[src/rtl/mul_div_unit.sv]
// mul_div_unit : iterative multiply / divide unit with HI/LO result registers.
//
// Multiplication is shift-add and division is restoring division. Each
// retires one bit per cycle over WIDTH cycles. One more cycle then writes the
// result into hi/lo, applying any sign correction at the same time.
//
// Configuration macro: MUL_DIV_UNIT_SIGNED_EN
//   defined   -> op 10 (MULT) and op 11 (DIV) run as two's-complement operations.
//   undefined -> op[1] is ignored, so MULT/DIV behave exactly like MULTU/DIVU.
//
// Ports:
//   clk      in   clock, rising edge active
//   reset    in   asynchronous active-high reset
//   start    in   request a new operation; accepted only in IDLE or DONE
//   op       in   00 MULTU, 01 DIVU, 10 MULT, 11 DIV
//   a, b     in   multiplicand/dividend, multiplier/divisor
//   hi_we    in   direct write of wdata into hi (MTHI)
//   lo_we    in   direct write of wdata into lo (MTLO)
//   wdata    in   data for hi_we/lo_we
//   busy     out  operation in progress
//   done     out  one-cycle completion pulse
//   hi, lo   out  result registers
//   divzero  out  last division had a zero divisor
module mul_div_unit #(
    parameter int WIDTH = 32
) (
    input  logic             clk,
    input  logic             reset,
    input  logic             start,
    input  logic [1:0]       op,
    input  logic [WIDTH-1:0] a,
    input  logic [WIDTH-1:0] b,
    input  logic             hi_we,
    input  logic             lo_we,
    input  logic [WIDTH-1:0] wdata,
    output logic             busy,
    output logic             done,
    output logic [WIDTH-1:0] hi,
    output logic [WIDTH-1:0] lo,
    output logic             divzero
);

    localparam int CntW = $clog2(WIDTH + 1);

    typedef enum logic [1:0] {
        IDLE = 2'd0,
        RUN  = 2'd1,
        DONE = 2'd2
    } state_t;

    state_t                 state_q;
    logic [CntW-1:0]        cnt_q;
    logic                   isDiv_q;
    logic                   divByZero_q;
    logic                   negRes_q;
    logic                   negRem_q;
    logic [WIDTH-1:0]       opnd_q;
    logic [WIDTH-1:0]       accHi_q;
    logic [WIDTH-1:0]       accLo_q;
    logic [WIDTH-1:0]       hi_q;
    logic [WIDTH-1:0]       lo_q;
    logic                   divzero_q;
    logic                   busy_q;
    logic                   done_q;

    logic                   signedOp;
    logic                   aNeg;
    logic                   bNeg;
    logic [WIDTH-1:0]       aMag;
    logic [WIDTH-1:0]       bMag;
    logic                   acceptStart;

    logic [WIDTH:0]         mulSum;
    logic [WIDTH:0]         divShift;
    logic [WIDTH:0]         divDiff;
    logic [WIDTH-1:0]       accHi_d;
    logic [WIDTH-1:0]       accLo_d;
    logic [2*WIDTH-1:0]     prodRaw;
    logic [WIDTH-1:0]       hiFinal_d;
    logic [WIDTH-1:0]       loFinal_d;

`ifdef MUL_DIV_UNIT_SIGNED_EN
    assign signedOp = op[1];
`else
    logic unusedOpHi;
    assign unusedOpHi = op[1];
    assign signedOp   = 1'b0;
`endif

    // The datapath works on magnitudes. Signs are recorded at acceptance and
    // folded back in during the final RUN cycle.
    assign aNeg        = signedOp & a[WIDTH-1];
    assign bNeg        = signedOp & b[WIDTH-1];
    assign aMag        = aNeg ? -a : a;
    assign bMag        = bNeg ? -b : b;
    assign acceptStart = start & (state_q != RUN);

    // One iteration step. Multiply: add the multiplicand into the upper half
    // when the multiplier LSB is set, then shift the whole {carry, hi, lo}
    // right. Divide: shift {rem, quot} left and keep the trial subtraction
    // only when it does not go negative.
    always_comb begin
        mulSum   = {1'b0, accHi_q} + (accLo_q[0] ? {1'b0, opnd_q} : '0);
        divShift = {accHi_q, accLo_q[WIDTH-1]};
        divDiff  = divShift - {1'b0, opnd_q};
        accHi_d  = accHi_q;
        accLo_d  = accLo_q;
        if (isDiv_q) begin
            if (!divDiff[WIDTH]) begin
                accHi_d = divDiff[WIDTH-1:0];
                accLo_d = {accLo_q[WIDTH-2:0], 1'b1};
            end else begin
                accHi_d = divShift[WIDTH-1:0];
                accLo_d = {accLo_q[WIDTH-2:0], 1'b0};
            end
        end else begin
            {accHi_d, accLo_d} = {mulSum, accLo_q[WIDTH-1:1]};
        end
    end

    // Sign correction for the writeback cycle. A most-negative / -1 division
    // needs no special case: its quotient magnitude is 2^(WIDTH-1), and that
    // value is already the required wrapped result.
    always_comb begin
        prodRaw   = {accHi_q, accLo_q};
        hiFinal_d = accHi_q;
        loFinal_d = accLo_q;
        if (isDiv_q) begin
            loFinal_d = negRes_q ? -accLo_q : accLo_q;
            hiFinal_d = negRem_q ? -accHi_q : accHi_q;
        end else if (negRes_q) begin
            {hiFinal_d, loFinal_d} = -prodRaw;
        end
    end

    // Control FSM and all architectural state. A zero-divisor division spends
    // a single cycle in RUN and then goes to DONE. A normal operation spends
    // WIDTH step cycles in RUN plus one writeback cycle.
    always_ff @(posedge clk or posedge reset) begin
        if (reset) begin
            state_q     <= IDLE;
            cnt_q       <= '0;
            isDiv_q     <= 1'b0;
            divByZero_q <= 1'b0;
            negRes_q    <= 1'b0;
            negRem_q    <= 1'b0;
            opnd_q      <= '0;
            accHi_q     <= '0;
            accLo_q     <= '0;
            hi_q        <= '0;
            lo_q        <= '0;
            divzero_q   <= 1'b0;
            busy_q      <= 1'b0;
            done_q      <= 1'b0;
        end else begin
            case (state_q)
                RUN: begin
                    if (divByZero_q) begin
                        hi_q      <= accLo_q;
                        lo_q      <= '1;
                        divzero_q <= 1'b1;
                        state_q   <= DONE;
                        busy_q    <= 1'b0;
                        done_q    <= 1'b1;
                    end else if (cnt_q == CntW'(WIDTH)) begin
                        hi_q    <= hiFinal_d;
                        lo_q    <= loFinal_d;
                        state_q <= DONE;
                        busy_q  <= 1'b0;
                        done_q  <= 1'b1;
                    end else begin
                        accHi_q <= accHi_d;
                        accLo_q <= accLo_d;
                        cnt_q   <= cnt_q + CntW'(1);
                    end
                end
                IDLE, DONE: begin
                    done_q  <= 1'b0;
                    state_q <= IDLE;
                    if (acceptStart) begin
                        state_q   <= RUN;
                        busy_q    <= 1'b1;
                        divzero_q <= 1'b0;
                        cnt_q     <= '0;
                        isDiv_q   <= op[0];
                        accHi_q   <= '0;
                        negRes_q  <= aNeg ^ bNeg;
                        if (op[0]) begin
                            divByZero_q <= (b == '0);
                            opnd_q      <= bMag;
                            accLo_q     <= (b == '0) ? a : aMag;
                            negRem_q    <= aNeg;
                        end else begin
                            divByZero_q <= 1'b0;
                            opnd_q      <= aMag;
                            accLo_q     <= bMag;
                            negRem_q    <= 1'b0;
                        end
                    end else begin
                        if (hi_we) hi_q <= wdata;
                        if (lo_we) lo_q <= wdata;
                    end
                end
                default: begin
                    state_q <= IDLE;
                    busy_q  <= 1'b0;
                    done_q  <= 1'b0;
                end
            endcase
        end
    end

    assign busy    = busy_q;
    assign done    = done_q;
    assign hi      = hi_q;
    assign lo      = lo_q;
    assign divzero = divzero_q;

endmodule

[config.mk]
export PLATFORM = sky130hd
export DESIGN_NAME = mul_div_unit
export DESIGN_NICKNAME = d
export VERILOG_FILES = /design/src/rtl/mul_div_unit.sv
export SDC_FILE = /design/constraint.sdc
export NUM_CORES = 1
export LEC_CHECK = 0
export ABC_AREA = 0
export CORE_ASPECT_RATIO = 0.5
export CORE_MARGIN = 3
export CORE_UTILIZATION = 55
export CTS_CLUSTER_SIZE = 20
export DETAILED_ROUTE_END_ITERATION = 8
export DONT_BUFFER_PORTS = 1
export GPL_TIMING_DRIVEN = 0
export PLACE_DENSITY_LB_ADDON = 0.2
export SYNTH_ARGS = -nofsm -noshare
export SYNTH_HDL_FRONTEND = slang
export SYNTH_SLANG_ARGS = --single-unit
[constraint.sdc]
create_clock -name clk -period 6.91 [get_ports clk]
set_input_delay 1.382 -clock clk [delete_from_list [all_inputs] [get_ports clk]]
set_output_delay 1.382 -clock clk [all_outputs]
set_load 0.1 [all_outputs]
==> reports/metrics.csv <==
metric,value,unit
die_area,24700,um^2
clkSinkCount,172,
cts_resized,0,
worstPathArrival,5.04,ns
wire_per_inst,23.4,um
n_fill_cell,1867,
fp.dieH,113,um
ioPinCount,170,
grt_util_all_layers,33.7,%
slew_viol_final,0,
max_freq,211,MHz
clock_path_buffers,2,
cpMaxStageDelayCell,o41ai_1,
drc_errors,0,
relSlewSlack,27.3,%
yosys_warnings,0,
setup_ws,2.18,ns
synth_nets,1644,
synth.cell_area,12500,um^2
avgSynthCellArea,8.48,um^2
synth_seq_cells,172,
synthFlopType,dfrtp_1,
worst-path-buf-inv,3,
synth_edf_count,0,
path_cells,clkbuf_1 -> clkbuf_1 -> and2_1 -> ha_1 -> inv_1 -> fa_1 -> nor2b_1 -> o21ai_0 -> a21oi_1 -> o21ai_0 -> o21ai_1 -> a31oi_1 -> o41ai_1 -> xor2_1 -> a22oi_1 -> o221ai_1,
drt_iter0_drc,1343,
critical_path_required,7.22,ns
htreeDepth,4,
cts_tree,built,
ys_seq_area_share,34.4,%
place_congestion,1.07,
first_pass_iters,5,
post-route-period-util,68.4,%
worstSetupPathDepth,16,
vias,11800,
grt_pass1_wl,64300,um
dp_slack,2.44,ns
viasPerCell,6.54,
skew,0.0111,ns
r2r_cells,16,
hold_class,register to register,
grt_antenna_before_repair,1,
worstSkewPairLatency,0.45,ns
endpoint_kind,register,
numCtsBuffers,17,
worstPathMaxFanout,10,
setup_violations,0,
antenna_cells,0,
area_growth,7.99,%
ys_types,64,
place_hpwl,32800,um
cap_violations,0,
grt_remaining_overflow,0,
port_buffers,0,
core_area,22000,um^2
fin_crit,4.73,ns
clk_pin_slew,0.07,ns
start_kind,register,
post-cts-setup-buffers,0,
hold_buffers,0,
grt_max_degree,120,
hold_violations,0,
run_status,"finished, final reports clean",
max_slew.worst_pin.slew,1.08,ns
row_count,38,
die_w,219,um
rsz0062_at_grt,no,
wl,42200,um
grt_pass1_vias,11400,
slowest_delay,0.64,ns
crit_type,register to register,
whs_path_depth,2,
synthesis.instances,1473,
postRouteAntennaNets,0,
start_util,56.9,%
critical-path-top-delay-family,compound AO/OA/AOI/OAI gates,
drive_gt1_share,5.38,%
async_flop_share,100,%
cts_root_buf,clkbuf_16,
nets,1664,
## flip-flops by register name (all words and copies together) (netlist names)
name         flops
accHi_q         32
divzero          1
state_q          2
opnd_q          32
accLo_q         32
divByZero_q      1
busy             1
lo              32
cnt_q            6
hi              32
isDiv_q          1
## worst paths after layout
path / start / end / slack (ns)
max in group asynchronous: reset / accHi_q[13]$_DFFE_PP0P_ / 5.17
hold / removal: opnd_q[0]$_DFFE_PP0P_ / opnd_q[0]$_DFFE_PP0P_ / 0.53
setup / recovery: accLo_q[0]$_DFFE_PP0P_ / accHi_q[29]$_DFFE_PP0P_ / 2.18
setup reg to reg: accLo_q[0]$_DFFE_PP0P_ / accHi_q[29]$_DFFE_PP0P_ / 2.18
hold reg to reg: opnd_q[0]$_DFFE_PP0P_ / opnd_q[0]$_DFFE_PP0P_ / 0.53
min in group asynchronous: reset / hi[3]$_DFFE_PP0P_ / 0.79
## cells in the mapped netlist, types with 21 or more instances
| library cell | n | share of area, % |
|---|---|---|
| ha_1 | 66 | 6.6 |
| mux2_2 | 30 | 2.7 |
| inv_1 | 57 | 1.7 |
| clkbuf_1 | 71 | 2.1 |
| and2_1 | 33 | 1.7 |
| nand3_1 | 25 | 1.0 |
| o21ai_0 | 181 | 7.2 |
| mux2i_1 | 113 | 9.1 |
| o22ai_1 | 35 | 1.8 |
| nor2_1 | 78 | 2.3 |
| xor2_1 | 24 | 1.7 |
| a22oi_1 | 21 | 1.3 |
| nand2_1 | 152 | 4.6 |
| a21o_1 | 27 | 1.6 |
| dfrtp_1 | 172 | 34 |
| xnor2_1 | 32 | 2.2 |
| a21oi_1 | 140 | 5.6 |
| and3_1 | 39 | 2.0 |
## per-stage QoR
step                      util (%)  instance area [um^2]  hold slack (ns)  setup TNS (ns)  std cells
after floorplan                  -                 12500            0.463               0       1473
after global placement        58.6                 12900            0.496         -167.13       1773
after global routing          61.4                 13500            0.552               0       1805
after detailed placement      58.8                 12900            0.507               0       1774
final                         61.4                 13500            0.529               0       1805
after CTS                     61.4                 13500            0.518               0       1805
## worst reg2reg max path, delay by kind of cell (launching register included)
kind / cells / cell delay [ns]
adder cells (fa/ha/maj): 2 / 0.59
buffers and inverters: 3 / 0.94
AND/OR/NAND/NOR: 2 / 0.36
AO/OA/AOI/OAI: 8 / 2.26
flip-flops: 1 / 0.33
XOR/XNOR: 1 / 0.13
## final cells by class
| cell class | instances | area [um^2] | area share (%) |
|---|---|---|---|
| multi-input combinational | 1152 | 7620 | 56.5 |
| clock inverter | 10 | 128 | 0.946 |
| timing repair buffer | 1 | 27.5 | 0.204 |
| tap | 300 | 375 | 2.78 |
| inverter | 58 | 225 | 1.67 |
| buffer | 91 | 357 | 2.64 |
| clock buffer | 21 | 460 | 3.41 |
| sequential | 172 | 4300 | 31.9 |
## kinds of logic (layout without fill, tap and decap cells)
group,Yosys count,count (layout),share of synthesized area [%]
flip-flops,172,172,34.4
multiplexers,144,144,11.9
XOR/XNOR,56,56,3.92
adder cells (fa/ha/maj),68,68,6.93
AO/OA/AOI/OAI,487,487,23.1
AND/OR/NAND/NOR,397,397,15.1
buffers and inverters,149,181,4.60
## routing by layer
layer	part of all wire, %	routed length, um	global-route usage, %
met1	44	18400	49.4
met2	41	17200	47.7
met3	14	5710	10.8
met4	2.1	876	9.27
met5	0.028	12	0
## layout by cell type, fill, tap and decap left out, drive strengths merged, types with 27 or more instances in the layout
master,netlist,final
xnor2,32,32
o22ai,35,35
a21o,27,27
inv,57,63
clkbuf,71,92
dfrtp,172,172
o21ai,186,186
a21oi,141,141
and2,33,33
mux2i,113,113
mux2,31,31
and3,39,39
nand2,153,153
nor2,78,78
ha,66,66
Power is not shown: default switching activity piles up to over one toggle a cycle in this logic, so the estimate is an artifact.
